[config.mk]
export PLATFORM = sky130hd
export DESIGN_NAME = id_stage_pipe
export DESIGN_NICKNAME = d
export VERILOG_FILES = /design/src/rtl/isa_pkg.sv /design/src/rtl/id_decode.sv /design/src/rtl/id_stage_pipe.sv
export SDC_FILE = /design/constraint.sdc
export NUM_CORES = 1
export LEC_CHECK = 0
export ABC_CLOCK_PERIOD_IN_PS = 3150
export BUFFER_PORTS_ARGS = -buffer_cell sky130_fd_sc_hd__buf_2
export CAP_MARGIN = 0
export CORE_MARGIN = 2
export CORE_UTILIZATION = 25
export DETAILED_ROUTE_END_ITERATION = 8
export MAX_ROUTING_LAYER = met4
export PLACE_DENSITY = 0.52
export SYNTH_ARGS = -nofsm -noshare
export SYNTH_HDL_FRONTEND = slang
export SYNTH_SLANG_ARGS = --single-unit
[constraint.sdc]
create_clock -name clk -period 3.15 [get_ports clk]
set_input_delay 0.63 -clock clk [delete_from_list [all_inputs] [get_ports clk]]
set_output_delay 0.63 -clock clk [all_outputs]
set_load 0.005 [all_outputs]
[src/rtl/isa_pkg.sv]
// Shared ISA constants for the decode path.
// Opcodes, functs, branch/ALU encodings and the control bundle.
package isa_pkg;

    localparam logic [5:0] OP_RTYPE = 6'h00;
    localparam logic [5:0] OP_ADDI  = 6'h08;
    localparam logic [5:0] OP_ANDI  = 6'h0C;
    localparam logic [5:0] OP_ORI   = 6'h0D;
    localparam logic [5:0] OP_LW    = 6'h23;
    localparam logic [5:0] OP_SW    = 6'h2B;
    localparam logic [5:0] OP_BEQ   = 6'h04;
    localparam logic [5:0] OP_BNE   = 6'h05;
    localparam logic [5:0] OP_J     = 6'h02;

    localparam logic [5:0] FN_ADD = 6'h20;
    localparam logic [5:0] FN_SUB = 6'h22;
    localparam logic [5:0] FN_AND = 6'h24;
    localparam logic [5:0] FN_OR  = 6'h25;

    localparam logic [1:0] BR_NONE = 2'd0;
    localparam logic [1:0] BR_BEQ  = 2'd1;
    localparam logic [1:0] BR_BNE  = 2'd2;
    localparam logic [1:0] BR_J    = 2'd3;

    localparam logic [3:0] ALU_ADD = 4'd0;
    localparam logic [3:0] ALU_SUB = 4'd1;
    localparam logic [3:0] ALU_AND = 4'd2;
    localparam logic [3:0] ALU_OR  = 4'd3;

    localparam logic [31:0] NOP_WORD = 32'h0000_0000;

    typedef struct packed {
        logic [3:0] alu_op;
        logic       alu_src_imm;
        logic       reg_dst_rd;
        logic       reg_write;
        logic       mem_read;
        logic       mem_write;
        logic       mem_to_reg;
        logic [1:0] branch_type;
    } ctrl_t;

    localparam ctrl_t CTRL_NOP = '0;

    typedef enum logic {
        S_IDLE,
        S_SLOT
    } slot_state_t;

endpackage

[src/rtl/id_decode.sv]
// Combinational instruction field decoder.
// Produces controls, extended immediate and source-use flags.
module id_decode
    import isa_pkg::*;
#(
    parameter int XLEN = 32
) (
    input  logic [5:0]      opcode,
    input  logic [5:0]      funct,
    input  logic [15:0]     imm16,
    output ctrl_t           ctrl,
    output logic [XLEN-1:0] imm_ext,
    output logic            uses_rs,
    output logic            uses_rt
);

    logic zero_ext;

    // Opcode/funct to control bundle; unknown encodings fall to NOP.
    always_comb begin
        ctrl     = CTRL_NOP;
        zero_ext = 1'b0;
        uses_rs  = 1'b0;
        uses_rt  = 1'b0;
        case (opcode)
            OP_RTYPE: begin
                case (funct)
                    FN_ADD: ctrl.alu_op = ALU_ADD;
                    FN_SUB: ctrl.alu_op = ALU_SUB;
                    FN_AND: ctrl.alu_op = ALU_AND;
                    FN_OR:  ctrl.alu_op = ALU_OR;
                    default: ctrl.alu_op = ALU_ADD;
                endcase
                if (funct == FN_ADD || funct == FN_SUB ||
                    funct == FN_AND || funct == FN_OR) begin
                    ctrl.reg_dst_rd = 1'b1;
                    ctrl.reg_write  = 1'b1;
                    uses_rs         = 1'b1;
                    uses_rt         = 1'b1;
                end
            end
            OP_ADDI: begin
                ctrl.alu_src_imm = 1'b1;
                ctrl.reg_write   = 1'b1;
                uses_rs          = 1'b1;
            end
            OP_ANDI: begin
                ctrl.alu_op      = ALU_AND;
                ctrl.alu_src_imm = 1'b1;
                ctrl.reg_write   = 1'b1;
                zero_ext         = 1'b1;
                uses_rs          = 1'b1;
            end
            OP_ORI: begin
                ctrl.alu_op      = ALU_OR;
                ctrl.alu_src_imm = 1'b1;
                ctrl.reg_write   = 1'b1;
                zero_ext         = 1'b1;
                uses_rs          = 1'b1;
            end
            OP_LW: begin
                ctrl.alu_src_imm = 1'b1;
                ctrl.reg_write   = 1'b1;
                ctrl.mem_read    = 1'b1;
                ctrl.mem_to_reg  = 1'b1;
                uses_rs          = 1'b1;
            end
            OP_SW: begin
                ctrl.alu_src_imm = 1'b1;
                ctrl.mem_write   = 1'b1;
                uses_rs          = 1'b1;
                uses_rt          = 1'b1;
            end
            OP_BEQ: begin
                ctrl.alu_op      = ALU_SUB;
                ctrl.branch_type = BR_BEQ;
                uses_rs          = 1'b1;
                uses_rt          = 1'b1;
            end
            OP_BNE: begin
                ctrl.alu_op      = ALU_SUB;
                ctrl.branch_type = BR_BNE;
                uses_rs          = 1'b1;
                uses_rt          = 1'b1;
            end
            OP_J: begin
                ctrl.branch_type = BR_J;
            end
            default: ctrl = CTRL_NOP;
        endcase
    end

    assign imm_ext = zero_ext ? {{(XLEN-16){1'b0}}, imm16}
                              : {{(XLEN-16){imm16[15]}}, imm16};

endmodule

[src/rtl/id_stage_pipe.sv]
// Registered decode stage: ID/EX holding register, load-use
// bubble insertion, branch-slot tracking and stall counter.
module id_stage_pipe
    import isa_pkg::*;
#(
    parameter int XLEN        = 32,
    parameter bit DELAY_SLOT  = 1'b1,
    parameter int STALL_CNT_W = 16
) (
    input  logic                   clk,
    input  logic                   rst,
    input  logic                   if_valid,
    input  logic [31:0]            if_instr,
    input  logic [XLEN-1:0]        if_pc_plus4,
    output logic                   if_ready,
    input  logic                   flush,
    input  logic                   ex_ready,
    output logic                   id_valid,
    output logic [4:0]             id_rs_addr,
    output logic [4:0]             id_rt_addr,
    output logic [4:0]             id_rd_addr,
    output logic [3:0]             id_alu_op,
    output logic                   id_alu_src_imm,
    output logic                   id_reg_dst_rd,
    output logic                   id_reg_write,
    output logic                   id_mem_read,
    output logic                   id_mem_write,
    output logic                   id_mem_to_reg,
    output logic [1:0]             id_branch_type,
    output logic [XLEN-1:0]        id_imm_ext,
    output logic [25:0]            id_jump_index,
    output logic [XLEN-1:0]        id_pc_plus4,
    output logic                   id_in_slot,
    output logic                   id_squashed,
    output logic [STALL_CNT_W-1:0] stall_count
);

    ctrl_t            dec_ctrl;
    ctrl_t            ctrl_q;
    ctrl_t            load_ctrl;
    logic [XLEN-1:0]  dec_imm;
    logic             uses_rs;
    logic             uses_rt;
    logic [4:0]       in_rs;
    logic [4:0]       in_rt;
    logic             hazard;
    logic             accept;
    logic             in_slot_d;
    logic             is_branch;
    slot_state_t      state_q;
    slot_state_t      state_d;

    localparam logic [STALL_CNT_W-1:0] CNT_ONE =
        {{(STALL_CNT_W-1){1'b0}}, 1'b1};

    assign in_rs = if_instr[25:21];
    assign in_rt = if_instr[20:16];

    id_decode #(.XLEN(XLEN)) u_dec (
        .opcode  (if_instr[31:26]),
        .funct   (if_instr[5:0]),
        .imm16   (if_instr[15:0]),
        .ctrl    (dec_ctrl),
        .imm_ext (dec_imm),
        .uses_rs (uses_rs),
        .uses_rt (uses_rt)
    );

    assign hazard = if_valid && id_valid && ctrl_q.mem_read &&
                    (id_rt_addr != 5'd0) &&
                    ((uses_rs && in_rs == id_rt_addr) ||
                     (uses_rt && in_rt == id_rt_addr));

    assign if_ready  = !flush && (!id_valid || ex_ready) && !hazard;
    assign accept    = if_valid && if_ready;
    assign is_branch = dec_ctrl.branch_type != BR_NONE;
    assign in_slot_d = state_q == S_SLOT;

    // Slot squash keeps register fields and PC but drops all controls.
    assign load_ctrl = (in_slot_d && !DELAY_SLOT) ? CTRL_NOP : dec_ctrl;

    // Slot FSM state register.
    always_ff @(posedge clk or posedge rst) begin
        if (rst) state_q <= S_IDLE;
        else     state_q <= state_d;
    end

    // Slot FSM next state: arm on accepted branch, clear on next accept.
    always_comb begin
        state_d = state_q;
        if (flush)
            state_d = S_IDLE;
        else if (accept && is_branch)
            state_d = S_SLOT;
        else if (accept)
            state_d = S_IDLE;
    end

    // ID/EX holding register and load-use stall counter.
    always_ff @(posedge clk or posedge rst) begin
        if (rst) begin
            id_valid      <= 1'b0;
            ctrl_q        <= CTRL_NOP;
            id_rs_addr    <= '0;
            id_rt_addr    <= '0;
            id_rd_addr    <= '0;
            id_imm_ext    <= '0;
            id_jump_index <= '0;
            id_pc_plus4   <= '0;
            id_in_slot    <= 1'b0;
            id_squashed   <= 1'b0;
            stall_count   <= '0;
        end else if (flush) begin
            id_valid <= 1'b0;
        end else if (hazard) begin
            if (ex_ready) begin
                id_valid <= 1'b0;
                if (stall_count != '1)
                    stall_count <= stall_count + CNT_ONE;
            end
        end else if (accept) begin
            id_valid      <= 1'b1;
            ctrl_q        <= load_ctrl;
            id_rs_addr    <= in_rs;
            id_rt_addr    <= in_rt;
            id_rd_addr    <= if_instr[15:11];
            id_imm_ext    <= dec_imm;
            id_jump_index <= if_instr[25:0];
            id_pc_plus4   <= if_pc_plus4;
            id_in_slot    <= in_slot_d;
            id_squashed   <= in_slot_d && !DELAY_SLOT;
        end else if (ex_ready) begin
            id_valid <= 1'b0;
        end
    end

    assign id_alu_op      = ctrl_q.alu_op;
    assign id_alu_src_imm = ctrl_q.alu_src_imm;
    assign id_reg_dst_rd  = ctrl_q.reg_dst_rd;
    assign id_reg_write   = ctrl_q.reg_write;
    assign id_mem_read    = ctrl_q.mem_read;
    assign id_mem_write   = ctrl_q.mem_write;
    assign id_mem_to_reg  = ctrl_q.mem_to_reg;
    assign id_branch_type = ctrl_q.branch_type;

endmodule
---- After elaboration in Yosys (flattened, before gate mapping) ----
Cells that the tools add are included.
storage, ports and cells
  register bits ........................... 135
  memories ................................ 0
  latch bits .............................. 0
  input bits .............................. 69
  ROM bits ................................ 0
  output and inout bits ................... 137
  word-level logic and storage cells ...... 86
  RAM bits ................................ 0
operators by class
  reduce and logical (&&, ||, !) cells .... 30
  multiplexer cells ....................... 21
  shift-type cells ........................ 0
  $lt $le $gt $ge ......................... 0
  $mul .................................... 0
  add/sub/neg operators ................... 1
  eq/ne operators ......................... 15
  bitwise logic cells ..................... 2
  divide/modulo/power cells ............... 0
operators by type and width
  kind                                                              count
  6-bit == test (second input constant)                             6
  32-bit 2-to-1 mux                                                 1
  6-bit by 4-bit == test with 1-bit output (second input constant)  3
  16-bit by 1-bit adder with 16-bit output (second input constant)  1
  16-bit inequality test (second input constant)                    1
  1-bit 2-to-1 mux                                                  13
  6-bit by 3-bit == test with 1-bit output (second input constant)  2
  2-bit case mux with 3 select lines                                2
  5-bit == test                                                     2
  1-bit logical AND                                                 10
  2-bit case mux with 4 select lines                                1
  7-bit OR reduction                                                1
  6-bit by 2-bit == test with 1-bit output (second input constant)  1
  6-bit zero test                                                   1
  1-bit case mux with 2 select lines                                3
  1-bit logical OR                                                  5
  5-bit nonzero test                                                1
  5-bit OR reduction                                                1
  4-bit AND reduction                                               1
  2-bit OR reduction                                                2
  4-bit OR reduction                                                1
  1-bit zero test                                                   3
  3-bit AND reduction                                               1
  3-bit nonzero test                                                1
  4 further kinds                                                   5

---- Longest topological paths before layout ----
  word-level depth ........................ 15
  gate-level depth with buffers ........... 8

---- Modules after synthesis ----
From an unflattened synthesis, not the netlist that was laid out.
unflattened totals
  cells, all modules ...................... 416
  area, all modules ....................... 5876.9 um^2
by module, submodules not included
  module         instances  sequential area each (um^2)  area an instance (um^2)  cells an instance
  id_stage_pipe  1          3027.9                       5341.4                   337
  id_decode      1          0.0                          535.5                    79

---- Worst setup path after synthesis ----
OpenSTA, ideal clock, no wires.
  path type ............................... input to output
  start ................................... input if_instr[27]
  end ..................................... output if_ready
  stages on the path ...................... 6
  arrival time ............................ 2213 ps
  slack ................................... 307 ps
  data required time ...................... 2520 ps
  cells stage by stage .................... or4b_1 or2_1 a311oi_2 a21oi_2 buf_4 and2_1
between the ends
  word-level cells in the longest chain between the ends .. 8
  elaborated cells on any way between the ends .. 18
  those cells by class .................... eq/ne (7); mux (2); reduce/logical (9)
ends and longest elaborated chain
  what                                                                    RTL line                                  text
  from (decl)                                                             id_stage_pipe.sv:13                       input logic [31:0] if_instr,
  6-bit by 4-bit == test with 1-bit output, or another cell as far along  id_decode.sv:25                           case (opcode)
  7-bit OR reduction (no line) or 3-bit OR reduction (tied branches)      -
  1-bit case mux with 2 select lines                                      id_decode.sv:25
  1-bit logical AND (on tied branches)                                    id_stage_pipe.sv:71, id_stage_pipe.sv:72
  1-bit logical OR *                                                      id_stage_pipe.sv:71                       ((uses_rs && in_rs == id_rt_addr) ||
  1-bit logical AND *                                                     id_stage_pipe.sv:70                       (id_rt_addr != 5'd0) &&
  1-bit zero test *                                                       id_stage_pipe.sv:74                       assign if_ready = !flush && (!id_valid || ex_ready) && !hazard;
  1-bit logical AND *                                                     id_stage_pipe.sv:74
  to (decl)                                                               id_stage_pipe.sv:15                       output logic if_ready,
Every way passes the cells marked *; elsewhere a longest branch is shown, timed or not.

---- Final worst setup path ----
Ends and elaborated chain as after synthesis.

==> flow_summary.yaml <==
status:
  status: "complete, no violations"
sta:
  rsz0062_at_grt: "false"
  layout_setup_ws_ns: 0.1669
  tns_ns: 0
  fmax_ghz: 0.3352
  fin_skew_ns: 0.006004
  maxSlewHeadroom: 0.2701
  setup_viol: 0
  fin_crit_sh: 0.9470
  hold_violations: 0
  worst_pin_slew_ns: 1.095
  fin_crit_ns: 2.983
  slew_viol_final: 0
power_and_ir_drop:
  vdd_ir_drop_max_mv: 0.2258
  p_seq_frac: 0.429
  p_sw_frac: 0.2431
  intPower_w: 0.002411
  comb_power_share: 0.181
  leakage_nw: 2.706
  p_switching_w: 0.0007745
  p_clk_frac: 0.389
  p_per_area_nw_per_um2: 580.3
critical_path:
  cp_common_cell: "buf_2"
  critPathBufInv: 2
  r2r_start: "id_jump_index[20]$_DFFE_PP0P_"
  r2r_setup_slack_ns: 0.27
  crit_arrival_ns: 2.35
  startpoint_type: "primary input"
  slowest_delay_ns: 0.54
  rr_endpoint: "id_rt_addr[0]$_DFFE_PP0P_"
  slowest_stage: "or4b_1"
  cp.depth: 7
  critPathCapture: "if_ready"
  critPathTopFamily: "simple AND/OR/NAND/NOR gates"
  crit_chain: "buf_2 -> or4b_1 -> or2_1 -> a311oi_2 -> a21oi_2 -> and2_1 -> buf_2"
  required_ns: 2.52
  reg2reg_depth: 6
  crit_path_end_kind: "primary output"
  cp-startpoint: "if_instr[27]"
  crit_type: "primary input to primary output"
  worst-path-max-fanout: 6
clock_tree:
  cts.sinks: 87
  clk_pin_slew_ns: 0.06
  cts-htree-levels: 3
  clk_latency_ns: 0.34
  cts_hold_buf: 0
  cts_buffer_depth: 2
  cts.repair.resized: 0
  cts_setup_buffers: 0
  numCtsBuffers: 9
  root_buffer: "clkbuf_16"
  cts_tree: "done"
job:
  drv_cap: 0
grt:
  grt_max_degree: 88
  antenna_found_initial: 1
  grt_pass1_wl_um: 16270
  grt_pass1_vias: 3121
  grt_usage: 0.1193
  grt_overflow: 0
final_layout:
  layout-area-overhead-vs-synth_pct: 30.99
  drive_gt1_frac: 0.5924
  final_area_um2: 5490
  regMostFlops: "id_pc_plus4"
  fin_util: 0.3334
  largest_register_ffs: 32
  reg_top3: "id_pc_plus4 (32), stall_count (16), id_imm_ext (13)"
  nFillCells: 1689
  final_net_count: 569
drt:
  drt_wl_total_um: 9993
  drc: 0
  vias: 3072
  routedWlPerCell_um: 13.80
  dr.pass1.iters: 4
  initialDrtViolationCount: 115
  antenna_left: 0
  avgViaCountPerCell: 4.243
min_path:
  worstHoldPathType: "primary input to register"
  min_path_cells: 2
yosys:
  syn_area_um2: 4192
  ys_ff_latch: 87
  synth_top_cell_by_area: "dfrtp_1"
  ys_seq_area_frac: 0.5194
  synth_cells: 337
  synth_top_area_frac: 0.5194
  yosysWarningCount: 0
  avgSynthCellArea_um2: 12.44
  synth_cell_types: 44
  synthTopCellsByArea: "dfrtp_1, mux2_2, buf_4, xor2_1, xnor2_1"
placement:
  port_buffers: 202
  dp_hpwl_um: 7453
  pre_cts_slack_ns: 0.1452
  gp_congestion: 0.7725
  placed_area_um2: 5141
floorplanning:
  rows: 47
  die_y_um: 133.5
  die_w_um: 133.5
  fp.dieArea_um2: 17820
  io_pins: 206
  core-area_um2: 16470
  initial_core_util: 0.2546
==> power groups by stage <==
stage	Combinational, W	Clock, W	Sequential (W)
after floorplan	0.000370	0	0.00139
after global placement	0.000587	0	0.00138
after detailed placement	0.000592	0	0.00139
after CTS	0.000592	0.00129	0.00137
after global routing	0.000639	0.00135	0.00139
final	0.000578	0.00124	0.00137
==> Yosys cell counts, drive strengths merged <==
cell    count
or4b        1
and3        3
o221ai      1
mux2i       3
o21ai       2
inv         7
nor3       10
o211ai      3
nor2b       3
xnor2       9
a31oi       5
and2        2
a311oi      1
nor3b       3
ha          1
nand3       7
nor4        5
o21bai      1
a211oi      1
or2         1
or4         1
nand2       6
conb        1
nor2       12
dfrtp      87
clkbuf      3
nor4b       2
buf        59
o21a        2
a21oi       4
or3b        1
mux2       61
xor2       16
and4        1
nand4       9
nand4b      2
nand3b      1
==> cells in the final DEF, fill, tap and decap left out, types with 2 or more instances in the layout <==
cell,instances
nand2_1,6
nor3b_1,2
o21ai_0,2
and3_1,3
inv_1,6
o21a_1,2
dfrtp_1,87
conb_1,3
buf_4,7
mux2_1,2
nand3_1,7
nor3_2,7
clkbuf_8,2
buf_12,2
nor4_1,5
nand4_1,9
clkbuf_16,9
mux2i_1,3
a31oi_1,5
a21oi_1,3
xor2_1,16
nor2b_1,3
mux2_2,59
xnor2_1,9
nor3_1,3
bufinv_16,3
and2_1,2
o211ai_1,3
buf_2,202
nor2_1,12
nand4b_1,2
==> area by class of cell <==
cell class | instances | area, µm² | area share
flip-flops and latches | 87 | 2177 | 0.3965
multi-input cells | 183 | 1556 | 0.2835
repair buffers | 211 | 1104 | 0.2010
well taps | 220 | 275.3 | 0.05014
clock buffers | 12 | 256.5 | 0.04672
clock inverters | 3 | 90.09 | 0.01641
inverters | 7 | 28.78 | 0.005242
diodes | 1 | 2.502 | 0.0004558
==> logic make-up (layout without fill, tap and decap cells) <==
logic type | after synthesis | count (layout) | share of synthesized area
fa+ha+maj | 1 | 1 | 0.002985
mux | 64 | 64 | 0.1710
compound gates | 20 | 20 | 0.03492
flops | 87 | 87 | 0.5194
xor+xnor | 25 | 25 | 0.05224
other cells | 1 | 4 | 0.0008947
buf+inv | 69 | 233 | 0.1128
simple gates | 70 | 70 | 0.1057
==> worst min-delay path by stage <==
| stage | start | endpoint | slack, ns |
|---|---|---|---|
| after global placement | id_pc_plus4[27]$_DFFE_PP0P_ | id_pc_plus4[27]$_DFFE_PP0P_ | 0.46 |
| after CTS | flush | id_valid$_DFF_PP0_ | 0.45 |
| after detailed placement | id_alu_op[0]$_DFFE_PP0P_ | id_alu_op[0]$_DFFE_PP0P_ | 0.48 |
| final | flush | id_valid$_DFF_PP0_ | 0.48 |
| after global routing | flush | id_valid$_DFF_PP0_ | 0.47 |
| after floorplan | stall_count[14]$_DFFE_PP0P_ | stall_count[14]$_DFFE_PP0P_ | 0.48 |
==> layer usage <==
layer | global-route usage | wire [µm]
met1 | 0.1483 | 4381
met2 | 0.1896 | 4801
met3 | 0.02588 | 631
met5 | - | 0
met4 | 0.04787 | 179
==> stage by stage <==
| step | std cells | hold WS [ns] | power [W] |
|---|---|---|---|
| after floorplan | 339 | 0.4769 | 0.001765 |
| after global placement | 708 | 0.4641 | 0.001968 |
| after detailed placement | 708 | 0.4775 | 0.001980 |
| after CTS | 723 | 0.4505 | 0.003255 |
| after global routing | 724 | 0.4707 | 0.003378 |
| final | 724 | 0.4801 | 0.003186 |
Note: power is estimated with default switching activity, not from simulation.
